$ cat config.mk
export PLATFORM = sky130hd
export DESIGN_NAME = gray_bin_pipe
export DESIGN_NICKNAME = d
export VERILOG_FILES = /design/src/rtl/gray_pkg.sv /design/src/rtl/gray_pipe_stage.sv /design/src/rtl/gray_bin_pipe.sv
export SDC_FILE = /design/constraint.sdc
export NUM_CORES = 1
export LEC_CHECK = 0
export BUFFER_PORTS_ARGS = -buffer_cell sky130_fd_sc_hd__buf_2
export CORE_ASPECT_RATIO = 0.7
export CORE_UTILIZATION = 25
export CTS_BUF_LIST = sky130_fd_sc_hd__clkbuf_4 sky130_fd_sc_hd__clkbuf_8 sky130_fd_sc_hd__clkbuf_16
export CTS_CLUSTER_SIZE = 40
export DETAILED_ROUTE_END_ITERATION = 8
export HOLD_SLACK_MARGIN = 0.02
export PLACE_DENSITY_LB_ADDON = 0.25
export SYNTH_ARGS = -nofsm -noshare
export SYNTH_HDL_FRONTEND = slang
export SYNTH_SLANG_ARGS = --single-unit
$ cat constraint.sdc
create_clock -name clk -period 1.6 [get_ports clk]
set_input_delay 0 -clock clk [delete_from_list [all_inputs] [get_ports clk]]
set_output_delay 0 -clock clk [all_outputs]
set_load 0.02 [all_outputs]
$ cat src/rtl/gray_pkg.sv
// gray_pkg: mode codes, slicing math and reference Gray/binary conversions
package gray_pkg;
  localparam logic MODE_G2B = 1'b0;
  localparam logic MODE_B2G = 1'b1;

  function automatic int slice_width(input int width, input int stages);
    return (width + stages - 1) / stages;
  endfunction

  function automatic logic [63:0] gray2bin(input logic [63:0] g, input int width);
    logic [63:0] b;
    b = '0;
    b[width-1] = g[width-1];
    for (int i = width - 2; i >= 0; i--) b[i] = g[i] ^ b[i+1];
    return b;
  endfunction

  function automatic logic [63:0] bin2gray(input logic [63:0] b, input int width);
    logic [63:0] m;
    m = (width >= 64) ? '1 : ((64'd1 << width) - 64'd1);
    return (b & m) ^ ((b & m) >> 1);
  endfunction
endpackage

$ cat src/rtl/gray_pipe_stage.sv
// gray_pipe_stage: one valid/ready register slice resolving Gray->binary bits [HI:LO]
module gray_pipe_stage
  import gray_pkg::*;
#(
  parameter int WIDTH = 8,
  parameter int HI    = 7,
  parameter int LO    = 0
) (
  input  logic             clk,
  input  logic             rst_n,
  input  logic             in_valid,
  output logic             in_ready,
  input  logic             in_mode,
  input  logic [WIDTH-1:0] in_data,
  output logic             out_valid,
  input  logic             out_ready,
  output logic             out_mode,
  output logic [WIDTH-1:0] out_data
);
  logic             valid_q, valid_d, mode_q, mode_d, load, acc;
  logic [WIDTH-1:0] data_q, data_d, conv;
  always_comb begin
    conv = in_data;
    acc  = 1'b0;
    // acc walks down the word so the bit just above HI acts as the prefix carry
    for (int i = WIDTH - 1; i >= 0; i--) begin
      if (i <= HI && i >= LO && in_mode == MODE_G2B) conv[i] = in_data[i] ^ acc;
      acc = conv[i];
    end
    in_ready = !valid_q || out_ready;
    load     = in_valid && in_ready;
    valid_d  = load || (valid_q && !out_ready);
    mode_d   = load ? in_mode : mode_q;
    data_d   = load ? conv : data_q;
  end
  always_ff @(posedge clk or negedge rst_n) begin
    if (!rst_n) begin
      valid_q <= 1'b0;
      mode_q  <= 1'b0;
      data_q  <= '0;
    end else begin
      valid_q <= valid_d;
      mode_q  <= mode_d;
      data_q  <= data_d;
    end
  end
  assign out_valid = valid_q;
  assign out_mode  = mode_q;
  assign out_data  = data_q;
endmodule

$ cat src/rtl/gray_bin_pipe.sv
// gray_bin_pipe: pipelined Gray<->binary converter with valid/ready streaming
module gray_bin_pipe
  import gray_pkg::*;
#(
  parameter int WIDTH  = 8,
  parameter int STAGES = 2
) (
  input  logic             clk,
  input  logic             rst_n,
  input  logic             in_valid,
  output logic             in_ready,
  input  logic             in_mode,
  input  logic [WIDTH-1:0] in_data,
  output logic             out_valid,
  input  logic             out_ready,
  output logic             out_mode,
  output logic [WIDTH-1:0] out_data
);
  localparam int SLICE = slice_width(WIDTH, STAGES);
  logic [STAGES:0]  v, r, m;
  logic [WIDTH-1:0] d [STAGES+1];
  // binary->Gray is a single XOR layer, done before the first register
  assign v[0]      = in_valid;
  assign m[0]      = in_mode;
  assign d[0]      = (in_mode == MODE_B2G) ? (in_data ^ (in_data >> 1)) : in_data;
  assign in_ready  = r[0];
  assign r[STAGES] = out_ready;
  assign out_valid = v[STAGES];
  assign out_mode  = m[STAGES];
  assign out_data  = d[STAGES];
  for (genvar k = 0; k < STAGES; k++) begin : g_stage
    localparam int HI_K = WIDTH - 1 - k * SLICE;
    localparam int LO_R = WIDTH - (k + 1) * SLICE;
    localparam int LO_K = (LO_R < 0) ? 0 : LO_R;
    gray_pipe_stage #(.WIDTH(WIDTH), .HI(HI_K), .LO(LO_K)) u_stage (
      .clk       (clk),
      .rst_n     (rst_n),
      .in_valid  (v[k]),
      .in_ready  (r[k]),
      .in_mode   (m[k]),
      .in_data   (d[k]),
      .out_valid (v[k+1]),
      .out_ready (r[k+1]),
      .out_mode  (m[k+1]),
      .out_data  (d[k+1])
    );
  end
endmodule

==> impl_metrics.tcl, run 1 <==
set metrics [dict create \
    r2r_setup_slack_ns 0.09 \
    synth_area_leader_cell "dfrtp_1" \
    run_status "completed" \
    setup_viol 0 \
    wire_per_inst_um 11.00 \
    fin_worst_skew_ns 0.007427 \
    worst_hold_path_type "in2reg" \
    synthesized_netlist_cell_count 96 \
    grt_pass1_vias 665 \
    placementRows 18 \
    cts_buffer_depth 2 \
    detail_route.vias_per_cell 4.200 \
    place.gp.congestion 0.6737 \
    timing.final.max_slew_violations 0 \
    critical_path_cell_count 4 \
    synth_top_family_by_area "simple AND/OR/NAND/NOR gates" \
    setup_crit_end_kind "flop" \
    tritoncts_num_sinks 20 \
    synth_compound_gate_area_share_pct 5.972 \
    async_set_or_reset_flop_fraction_in_the_synthesized_netlist_pct 100.0 \
    chip_height_um 54.51 \
    floorplan.die_area_um2 4198 \
    grt_first_pass_wirelength_um 3111 \
    clock_buffer_count_from_cts 3 \
    worst-endpoint-arrival_ns 1.72 \
    r2r.worst_path.cells 4 \
    maximum_number_of_pins_on_one_net_before_global_route_repair 21 \
    synthesis.yosys.warnings 0 \
    p_per_area_nw_per_um2 1391 \
    residual_overflow_from_global_routing 0 \
    postPlaceCellArea_um2 1117 \
    start_kind "flop" \
    path_clk_slew_ns 0.08 \
    slew-limit-headroom_pct 69.72 \
    drt_wl_total_um 1870 \
    post_synth_mux_area_share_pct 5.718 \
    synth_simple_gate_area_share_pct 15.76 \
    setup_total_negative_slack_ns 0 \
    synth-edff-count 0 \
    ws_path_type "reg2reg" \
    timing.hold.worst_path_depth 3 \
    timing.final.crit_period_ns 1.513 \
    timing.critical_path.buf_inv 0 \
    layout.cell_area.non_filler_um2 1229 \
    finalWorstSetupSlack_ns 0.08691 \
    syn-mean-instance-area_um2 10.26 \
    synth_area_um2 984.7 \
    yosysMostFrequentCell "nand2_1" \
    netlist_top_cells_area "dfrtp_1 51%, nand2_1 8.8%, xnor2_1 6.2%, xor2_1 6.2%, buf_4 6.1%" \
    detail-route-antenna-nets 0 \
    critPathMaxStageDelay_ns 0.44 \
    placeableCoreArea_um2 3649 \
    crit_path_top_delay_cell "xnor3_2" \
    start_point_of_the_critical_path "g_stage[0].u_stage.out_data[3]$_DFFE_PN0P_" \
    yosys.area_share.adder_pct 0 \
    cts_tree "built" \
    worstHoldStart "in_data[2]" \
    fp.dieW_um 77.01 \
    grt_setup_unrepaired "false" \
    port-buffer-count 23 \
    critical_path.cell_chain "xnor3_2, xor2_1, or4_1, nand3_1" \
    power_leakage_nw 0.5772 \
    ctsResizeCount 0 \
    nets 134 \
    floorplan.io_pins 24 \
    synth_xor_area_share_pct 14.87 \
    drt_first_pass_iters 4 \
    finalHoldViolCount 0 \
    diodes 0 \
    grt_use_total_pct 10.09 \
    share_of_the_yosys_chip_area_belonging_to_registers_pct 50.83 \
    worst_ir_drop_vdd_mv 0.4981 \
    synthesis.nets 109 \
    maximum_net_fanout_on_the_critical_path 2 \
    dp_worst_setup_slack_ns 0.09113 \
    synth.ff_latch_count 20 \
    hpwlAfterDp_um 1442 \
    drcViolationCount 0 \
    post_cts_buffers 0 \
    start_util_pct 26.99 \
    cts-hold-fix-buffers 4 \
    worstSkewPairLatency_ns 0.26 \
    syn_to_final_growth_pct 24.78 \
    achievable-frequency_ghz 0.6609 \
    vias 714 \
    ctsHtreeMaxLevel 1 \
    final_min_period_over_clock_period_pct 94.57 \
    top_ff_cell_synth "dfrtp_1" \
    post_route_cells_drive_above_1_share_pct 30.00 \
    synth_common_cells "23 x nand2_1, 20 x dfrtp_1, 10 x o21ai_0, 8 x buf_4" \
    synthDominantCellAreaShare_pct 50.83 \
    timing.critical_path.max_delay_family "XOR/XNOR gates" \
    cts_root_buffer "clkbuf_8" \
    tightestPinTransition_ns 0.4531 \
    worst_ep_required_time_ns 1.80 \
    synth.lib_cells_used.distinct 17 \
    worstReg2RegStart "g_stage[0].u_stage.out_data[3]$_DFFE_PN0P_" \
    antenna_found_initial 0 \
    detailedRoute.firstIterationViolations 24 \
    drv.max_cap_violation_count 0 \
]
==> path summary, 6_finish.rpt <==
kind / endpoint
worst min-delay path: g_stage[0].u_stage.out_data[2]$_DFFE_PN0P_
min in group asynchronous: g_stage[1].u_stage.out_data[7]$_DFFE_PN0P_
worst max register to register: g_stage[1].u_stage.out_data[0]$_DFFE_PN0P_
worst min register to register: g_stage[1].u_stage.out_data[2]$_DFFE_PN0P_
worst max-delay path: g_stage[1].u_stage.out_data[0]$_DFFE_PN0P_
max in group asynchronous: g_stage[0].u_stage.out_data[2]$_DFFE_PN0P_
==> worst min-delay path, stage by stage <==
cell and delay (ns):
buf_2 0.10, xor2_1 0.06, o21ai_0 0.12
==> power by group <==
part           total, mW  internal [mW]  leakage [nW]  switching (mW)
clock network      0.508          0.334        0.0357           0.174
logic              0.505          0.227         0.299           0.278
registers          0.696          0.623         0.243          0.0727
==> layout make-up <==
| type | instances | area (µm²) |
|---|---|---|
| clock buffers | 3 | 41.29 |
| clock inverters | 1 | 30.03 |
| fillers | 398 | 2420 |
| multi-input cells | 66 | 416.7 |
| flip-flops and latches | 20 | 500.5 |
| well taps | 50 | 62.56 |
| repair buffers | 30 | 177.7 |
==> through the flow <==
stage | util, % | cells | power [mW] | hold slack [ns]
finish | 33.68 | 170 | 1.709 | 0.06080
global route | 33.68 | 170 | 1.830 | 0.08141
CTS | 33.68 | 170 | 1.732 | 0.04764
detailed placement | 30.62 | 162 | 1.213 | -0.02007
global placement | 30.62 | 162 | 1.199 | -0.03212
floorplan | - | 96 | 1.129 | -0.2956
==> placed cells by master (no fill, tap or decap) <==
| master | n |
|---|---|
| nor2b_1 | 2 |
| nor2_1 | 3 |
| dfrtp_1 | 20 |
| xnor3_2 | 1 |
| clkbuf_8 | 3 |
| xor2_1 | 7 |
| nand2_1 | 23 |
| buf_2 | 23 |
| dlygate4sd3_1 | 4 |
| xnor2_1 | 7 |
| and2_1 | 1 |
| nand2b_1 | 3 |
| o2111ai_1 | 1 |
| bufinv_16 | 1 |
| buf_4 | 3 |
| nand3_1 | 1 |
| nand3b_1 | 1 |
| mux2_2 | 5 |
| o21ai_0 | 10 |
| or4_1 | 1 |
==> routing by layer <==
metal  share of wire, %  up-vias  GRT usage (%)
li1                   -      358              -
met1                 53      329          13.49
met2                 40       25          15.92
met3                5.9        2          3.667
met4               0.21        0          1.887
met5                  0        -              0
==> logic make-up (layout without fill, tap and decap cells) <==
family,after synthesis,after routing
AND/OR/NAND/NOR,35,35
flip-flops,20,20
XOR/XNOR,15,15
AO/OA/AOI/OAI,11,11
buffers and inverters,10,34
multiplexers,5,5
==> registers in the layout, summed over array words and instances (netlist names) <==
name and count:
g_stage.u_stage.out_data 16, g_stage.u_stage.out_mode 2, g_stage.u_stage.out_valid 2
Power figures use the tool's default switching activity.
==> inputs of run 2 (changes only) <==
--- a/config.mk
+++ b/config.mk
@@ -7,10 +7,11 @@
 export LEC_CHECK = 0
 export BUFFER_PORTS_ARGS = -buffer_cell sky130_fd_sc_hd__buf_2
 export CORE_ASPECT_RATIO = 0.7
-export CORE_UTILIZATION = 25
+export CORE_UTILIZATION = 51
 export CTS_BUF_LIST = sky130_fd_sc_hd__clkbuf_4 sky130_fd_sc_hd__clkbuf_8 sky130_fd_sc_hd__clkbuf_16
 export CTS_CLUSTER_SIZE = 40
 export DETAILED_ROUTE_END_ITERATION = 8
+export GPL_TIMING_DRIVEN = 0
 export HOLD_SLACK_MARGIN = 0.02
 export PLACE_DENSITY_LB_ADDON = 0.25
 export SYNTH_ARGS = -nofsm -noshare
==> run 2 against run 1 <==
  * Clock skew fell by 0.0025 ns
  * First-iteration DRC count fell by 54%
  * Cell area fell by 1.0%
  * Clock-buffer cell count did not move
  * Core utilization rose by 38 points
  * Sequential power barely moved
  * Fmax fell by 1.0%
  * Critical path depth did not move
  * Cell count fell by 12%
  * Non-clock buffer count rose by 10
  * Worst setup slack got worse by 0.016 ns
  * Sequential share of layout area rose by 0.52 points
  * Largest cell class unchanged
  * Largest power group unchanged
==> impl_metrics.tcl, run 2 (same netlist as run 1, synthesis figures left out) <==
set metrics [dict create \
    setup_crit_end_kind "flop" \
    critical_path.cell_chain "xnor3_2, xor2_1, or4_1, nand3_1" \
    grt_setup_unrepaired "true" \
    achievable-frequency_ghz 0.6541 \
    floorplan.die_area_um2 2113 \
    maximum_number_of_pins_on_one_net_before_global_route_repair 21 \
    detail-route-antenna-nets 0 \
    worst-endpoint-arrival_ns 1.77 \
    run_status "completed" \
    tightestPinTransition_ns 0.4317 \
    residual_overflow_from_global_routing 0 \
    stdcell_count 150 \
    cts_tree "built" \
    slew-limit-headroom_pct 71.22 \
    area_taken_by_multi_input_logic_gates_um2 416.7 \
    chip_height_um 38.77 \
    fin_worst_skew_ns 0.004926 \
    vias 712 \
    critPathMaxStageDelay_ns 0.44 \
    ws_path_type "reg2reg" \
    fp.dieW_um 54.52 \
    hpwlAfterDp_um 1285 \
    detail_route.vias_per_cell 4.747 \
    floorplan.io_pins 24 \
    syn_to_final_growth_pct 23.51 \
    clock_buffer_count_from_cts 3 \
    grt_pass1_vias 664 \
    p_per_area_nw_per_um2 1250 \
    timing.hold.ws_ns 0.02925 \
    path_clk_slew_ns 0.10 \
    placementRows 12 \
    grt_first_pass_wirelength_um 2946 \
    setup_viol 0 \
    timing.critical_path.max_delay_family "XOR/XNOR gates" \
    dp_worst_setup_slack_ns -0.007401 \
    post_route_cells_drive_above_1_share_pct 34.11 \
    crit_path_top_delay_cell "xnor3_2" \
    detailedRoute.firstIterationViolations 11 \
    final.fill_count 140 \
    timing.final.max_slew_violations 0 \
    layout.cell_area.non_filler_um2 1216 \
    cts_root_buffer "clkbuf_4" \
    register_area_um2 501.7 \
    ctsHtreeMaxLevel 1 \
    place.gp.congestion 0.7382 \
    timing.final.crit_period_ns 1.529 \
    worst_ir_drop_vdd_mv 0.8936 \
    port-buffer-count 23 \
    finalHoldViolCount 0 \
    post-place-cells 140 \
    worst_hold_path_type "in2reg" \
    post-route-util_pct 71.68 \
    finalWorstSetupSlack_ns 0.07121 \
    power_leakage_nw 0.5987 \
    worst_ep_required_time_ns 1.84 \
    maximum_net_fanout_on_the_critical_path 2 \
    nets 144 \
    antenna_found_initial 0 \
    cts_buffer_depth 2 \
    tritoncts_num_sinks 20 \
    setup_total_negative_slack_ns 0 \
    sum_of_internal_switching_and_leakage_power_mw 1.521 \
    start_util_pct 58.04 \
    drt_wl_total_um 1740 \
    postPlaceCellArea_um2 1126 \
    drv.max_cap_violation_count 0 \
    timing.critical_path.buf_inv 0 \
    r2r_setup_slack_ns 0.07 \
    final_min_period_over_clock_period_pct 95.55 \
    most-common-layout-cells "23 x nand2_1, 23 x buf_2, 19 x dfrtp_1, 10 x o21ai_0, 10 x buf_4" \
    drcViolationCount 0 \
    start_kind "flop" \
    wire_per_inst_um 11.60 \
    placeableCoreArea_um2 1697 \
    largest_register_ff_count 16 \
    worstSkewPairLatency_ns 0.29 \
    drt_first_pass_iters 4 \
    grt_use_total_pct 21.69 \
    diodes 0 \
]
## run 2: repair_timing
| item | CTS | global route |
|---|---|---|
| setup buffers | 1 | 1 |
| hold endpoints to repair | 24 | 0 |
| gates cloned | 0 | 0 |
| gates resized for setup | 0 | 3 |
| hold buffers | 5 | 0 |
| endpoints found under the setup margin | 1 | 4 |
## run 2: worst register-to-register path, stage by stage, from the launching register on
cell     delay (ns)
dfrtp_1        0.39
xnor3_2        0.44
xor2_1         0.16
or4_1          0.39
nand3_1        0.09
## run 2: metal layers
layer | GRT usage [%] | part of all wire (%) | vias to the layer above
met5 | 0 | 0 | -
met4 | 9.615 | 2.1 | 0
met3 | 7.059 | 3.9 | 4
met2 | 35.67 | 46 | 19
met1 | 25.87 | 48 | 316
li1 | - | - | 373
## run 2: final timing paths
path                                                             from                                    endpoint  depth (start not counted)
max                        g_stage[0].u_stage.out_data[3]$_DFFE_PN0P_  g_stage[1].u_stage.out_data[0]$_DFFE_PN0P_                          4
min                                                        in_data[2]  g_stage[0].u_stage.out_data[2]$_DFFE_PN0P_                          3
max reg2reg                g_stage[0].u_stage.out_data[3]$_DFFE_PN0P_  g_stage[1].u_stage.out_data[0]$_DFFE_PN0P_                          4
min reg2reg                g_stage[0].u_stage.out_data[5]$_DFFE_PN0P_  g_stage[0].u_stage.out_data[5]$_DFFE_PN0P_                          2
max in group asynchronous                                       rst_n  g_stage[0].u_stage.out_data[4]$_DFFE_PN0P_                          2
min in group asynchronous                                       rst_n  g_stage[1].u_stage.out_data[5]$_DFFE_PN0P_                          2
## run 2: power by group
| group | internal (mW) | total [mW] | switching, mW |
|---|---|---|---|
| combinational | 0.309 | 0.594 | 0.285 |
| sequential | 0.624 | 0.699 | 0.0758 |
| clock | 0.0877 | 0.227 | 0.139 |
## run 2: cell type report
cell class,count,share of cell area [%]
Sequential cell,20,41.26
Multi-Input combinational cell,66,34.26
Timing Repair Buffer,30,14.81
Buffer,10,5.658
Tap cell,21,2.160
Clock buffer,3,1.852
==> inputs of run 3 (changes only) <==
--- a/config.mk
+++ b/config.mk
@@ -5,9 +5,11 @@
 export SDC_FILE = /design/constraint.sdc
 export NUM_CORES = 1
 export LEC_CHECK = 0
+export ABC_AREA = 1
 export BUFFER_PORTS_ARGS = -buffer_cell sky130_fd_sc_hd__buf_2
 export CORE_ASPECT_RATIO = 0.7
-export CORE_UTILIZATION = 51
+export CORE_MARGIN = 2
+export CORE_UTILIZATION = 55
 export CTS_BUF_LIST = sky130_fd_sc_hd__clkbuf_4 sky130_fd_sc_hd__clkbuf_8 sky130_fd_sc_hd__clkbuf_16
 export CTS_CLUSTER_SIZE = 40
 export DETAILED_ROUTE_END_ITERATION = 8
==> constraint.sdc (replaced) <==
create_clock -name clk -period 1.93 [get_ports clk]
set_input_delay 0 -clock clk [delete_from_list [all_inputs] [get_ports clk]]
set_output_delay 0 -clock clk [all_outputs]
set_load 0.02 [all_outputs]
==> run 3 against run 2 <==
  * Critical path depth rose by 4
  * Core utilization fell by 1.8 points
  * Die area rose by 5.6%
  * Cell area rose by 3.7%
  * Worst setup slack improved by 0.61 ns
  * Global-route usage fell by 1.6 points
  * Combinational power fell by 29%
  * Synthesized cell count rose by 28%
  * Worst hold slack barely moved
==> impl_metrics.tcl, run 3 <==
set metrics [dict create \
    wire_per_inst_um 10.92 \
    yosysMostFrequentCell "nand2_1" \
    register_area_um2 500.5 \
    synth_simple_gate_area_share_pct 26.34 \
    synth_xor_area_share_pct 5.976 \
    netlist_top_cells_area "dfrtp_1 49%, nand2_1 15%, buf_4 6.6%, xor2_1 4.3%, o21ai_0 3.9%" \
    drv.max_cap_violation_count 0 \
    most-common-layout-cells "41 x nand2_1, 23 x buf_2, 20 x dfrtp_1, 10 x inv_1, 9 x buf_4" \
    setup_total_negative_slack_ns 0 \
    timing.final.crit_period_ns 1.247 \
    synth_area_um2 1026 \
    floorplan.die_area_um2 2232 \
    final.fill_count 152 \
    ctsResizeCount 0 \
    diodes 0 \
    start_kind "flop" \
    grt_first_pass_wirelength_um 3284 \
    final_min_period_over_clock_period_pct 64.59 \
    syn-mean-instance-area_um2 8.341 \
    worst_hold_path_type "in2reg" \
    slew-limit-headroom_pct 71.03 \
    chip_height_um 40.14 \
    drcViolationCount 0 \
    drt_first_pass_iters 4 \
    finalHoldViolCount 0 \
    setup_viol 0 \
    tightestPinTransition_ns 0.4345 \
    detail_route.vias_per_cell 4.949 \
    floorplan.io_pins 24 \
    detailedRoute.firstIterationViolations 17 \
    endpoint "g_stage[1].u_stage.out_data[0]$_DFFE_PN0P_" \
    setup_crit_end_kind "flop" \
    syn_to_final_growth_pct 22.93 \
    share_of_the_yosys_chip_area_belonging_to_registers_pct 48.78 \
    worst_ep_required_time_ns 2.12 \
    place.gp.congestion 0.8189 \
    maximum_net_fanout_on_the_critical_path 3 \
    start_util_pct 56.83 \
    fp.dieW_um 55.62 \
    drt_wl_total_um 1944 \
    r2r_setup_slack_ns 0.68 \
    cts_buffer_depth 2 \
    worst_ir_drop_vdd_mv 0.6608 \
    timing.final.max_slew_violations 0 \
    fin_worst_skew_ns 0.0009673 \
    ctsHtreeMaxLevel 1 \
    placementRows 13 \
    nets 171 \
    area_taken_by_multi_input_logic_gates_um2 405.4 \
    synth_area_leader_cell "dfrtp_1" \
    critical_path.cell_chain "nand2_1, nand4_1, nand3_2, nand2_2, nand2_2, nand2_1, nand3_1, nand2_1" \
    grt_setup_unrepaired "false" \
    post-place-cells 168 \
    synthesized_netlist_cell_count 123 \
    critPathMaxStageDelay_ns 0.42 \
    cts-hold-fix-buffers 7 \
    post_route_cells_drive_above_1_share_pct 30.13 \
    residual_overflow_from_global_routing 0 \
    yosys.area_share.adder_pct 0 \
    top_ff_cell_synth "dfrtp_1" \
    synth.ff_latch_count 20 \
    crit_path_top_delay_cell "dfrtp_1" \
    path_clk_slew_ns 0.10 \
    synth-edff-count 0 \
    detail-route-antenna-nets 0 \
    worstReg2RegStart "g_stage[0].u_stage.out_data[4]$_DFFE_PN0P_" \
    critical_path.reg2reg.endpoint "g_stage[1].u_stage.out_data[0]$_DFFE_PN0P_" \
    async_set_or_reset_flop_fraction_in_the_synthesized_netlist_pct 100.0 \
    post_synth_mux_area_share_pct 0 \
    ws_path_type "reg2reg" \
    layout.cell_area.non_filler_um2 1261 \
    stdcell_count 178 \
    synthDominantCellAreaShare_pct 48.78 \
    hpwlAfterDp_um 1466 \
    placeableCoreArea_um2 1805 \
    crit_path_frequent_cell "nand2_1" \
    start_point_of_the_critical_path "g_stage[0].u_stage.out_data[4]$_DFFE_PN0P_" \
    worstSkewPairLatency_ns 0.29 \
    synth.lib_cells_used.distinct 18 \
    grt_use_total_pct 20.06 \
    synth_top_family_by_area "simple AND/OR/NAND/NOR gates" \
    p_per_area_nw_per_um2 927.5 \
    maximum_number_of_pins_on_one_net_before_global_route_repair 21 \
    largest_register_ff_count 16 \
    r2r.worst_path.cells 8 \
    run_status "completed" \
    cts_tree "built" \
    cts_root_buffer "clkbuf_4" \
    tritoncts_num_sinks 20 \
    synthesis.yosys.warnings 0 \
    finalWorstSetupSlack_ns 0.6834 \
    synth_compound_gate_area_share_pct 7.195 \
    post_cts_buffers 0 \
    synthesis.nets 136 \
    vias 881 \
    achievable-frequency_ghz 0.8022 \
    grt_pass1_vias 779 \
    antenna_found_initial 0 \
    layout.cells.most_common "nand2_1" \
    synth_common_cells "41 x nand2_1, 20 x dfrtp_1, 10 x inv_1, 9 x buf_4, 8 x o21ai_0" \
    postPlaceCellArea_um2 1169 \
    clock_buffer_count_from_cts 3 \
    dp_worst_setup_slack_ns 0.7139 \
    port-buffer-count 23 \
    power_leakage_nw 0.6855 \
    worst-endpoint-arrival_ns 1.44 \
]
[run 3: cell count changes after synthesis, moves of 4 or more]
| cell | before | now |
|---|---|---|
| inv_1 | 0 | 10 |
| inv_2 | 0 | 4 |
| mux2_2 | 5 | 0 |
| nand2_1 | 23 | 41 |
| nand2_2 | 0 | 5 |
| nand3_1 | 1 | 6 |
| xnor2_1 | 7 | 2 |
[run 3: cells by family (layout without fill, tap and decap cells)]
| group | count (synthesis) | in the layout |
|---|---|---|
| and+or+nand+nor | 60 | 60 |
| buffers and inverters | 23 | 56 |
| AOI/OAI and AO/OA | 13 | 13 |
| DFF | 20 | 20 |
| xor gates and xnor gates | 7 | 7 |
[run 3: critical path: cells and delay by family (launching register included)]
kind	cells	cell delay, ns
and+or+nand+nor	8	0.73
DFF	1	0.42
[run 3: cell type report]
type / instances / share of cell area (%)
flip-flops and latches: 20 / 39.68
multi-input cells: 80 / 32.14
repair buffers: 30 / 14.68
plain buffers: 9 / 5.357
inverters: 14 / 4.167
well taps: 22 / 2.183
clock buffers: 3 / 1.786
[run 3: routing by layer]
| layer | routed length, µm | global-route usage (%) | vias to the layer above |
|---|---|---|---|
| met5 | 0 | 0 | - |
| met4 | 16 | 5.488 | 0 |
| met3 | 108 | 5.806 | 2 |
| met2 | 895 | 38.39 | 29 |
| met1 | 924 | 23.05 | 401 |
| li1 | - | - | 449 |
[run 3: report_power, final]
group          leakage, nW  internal (mW)  switching, mW
Sequential           0.242          0.502         0.0597
Combinational        0.430          0.186          0.236
Clock               0.0138         0.0726          0.113
[run 3: worst min path at each step]
stage | startpoint | end | cells after the start
CTS | in_data[3] | g_stage[0].u_stage.out_data[3]$_DFFE_PN0P_ | 3
floorplan | rst_n | g_stage[0].u_stage.out_data[0]$_DFFE_PN0P_ | 0
global route | in_data[1] | g_stage[0].u_stage.out_data[1]$_DFFE_PN0P_ | 3
detailed placement | rst_n | g_stage[0].u_stage.out_data[5]$_DFFE_PN0P_ | 1
global placement | rst_n | g_stage[0].u_stage.out_valid$_DFF_PN0_ | 1
finish | in_data[1] | g_stage[0].u_stage.out_data[1]$_DFFE_PN0P_ | 3
[run 3: per-stage QoR]
step / power, mW / hold slack, ns / util (%)
finish: 1.170 / 0.02935 / 69.85
CTS: 1.182 / 0.02298 / 69.85
detailed placement: 0.9825 / -0.03288 / 64.73
global placement: 0.9604 / -0.04068 / 64.73
global route: 1.258 / 0.03394 / 69.85
floorplan: 0.8632 / -0.2956 / -
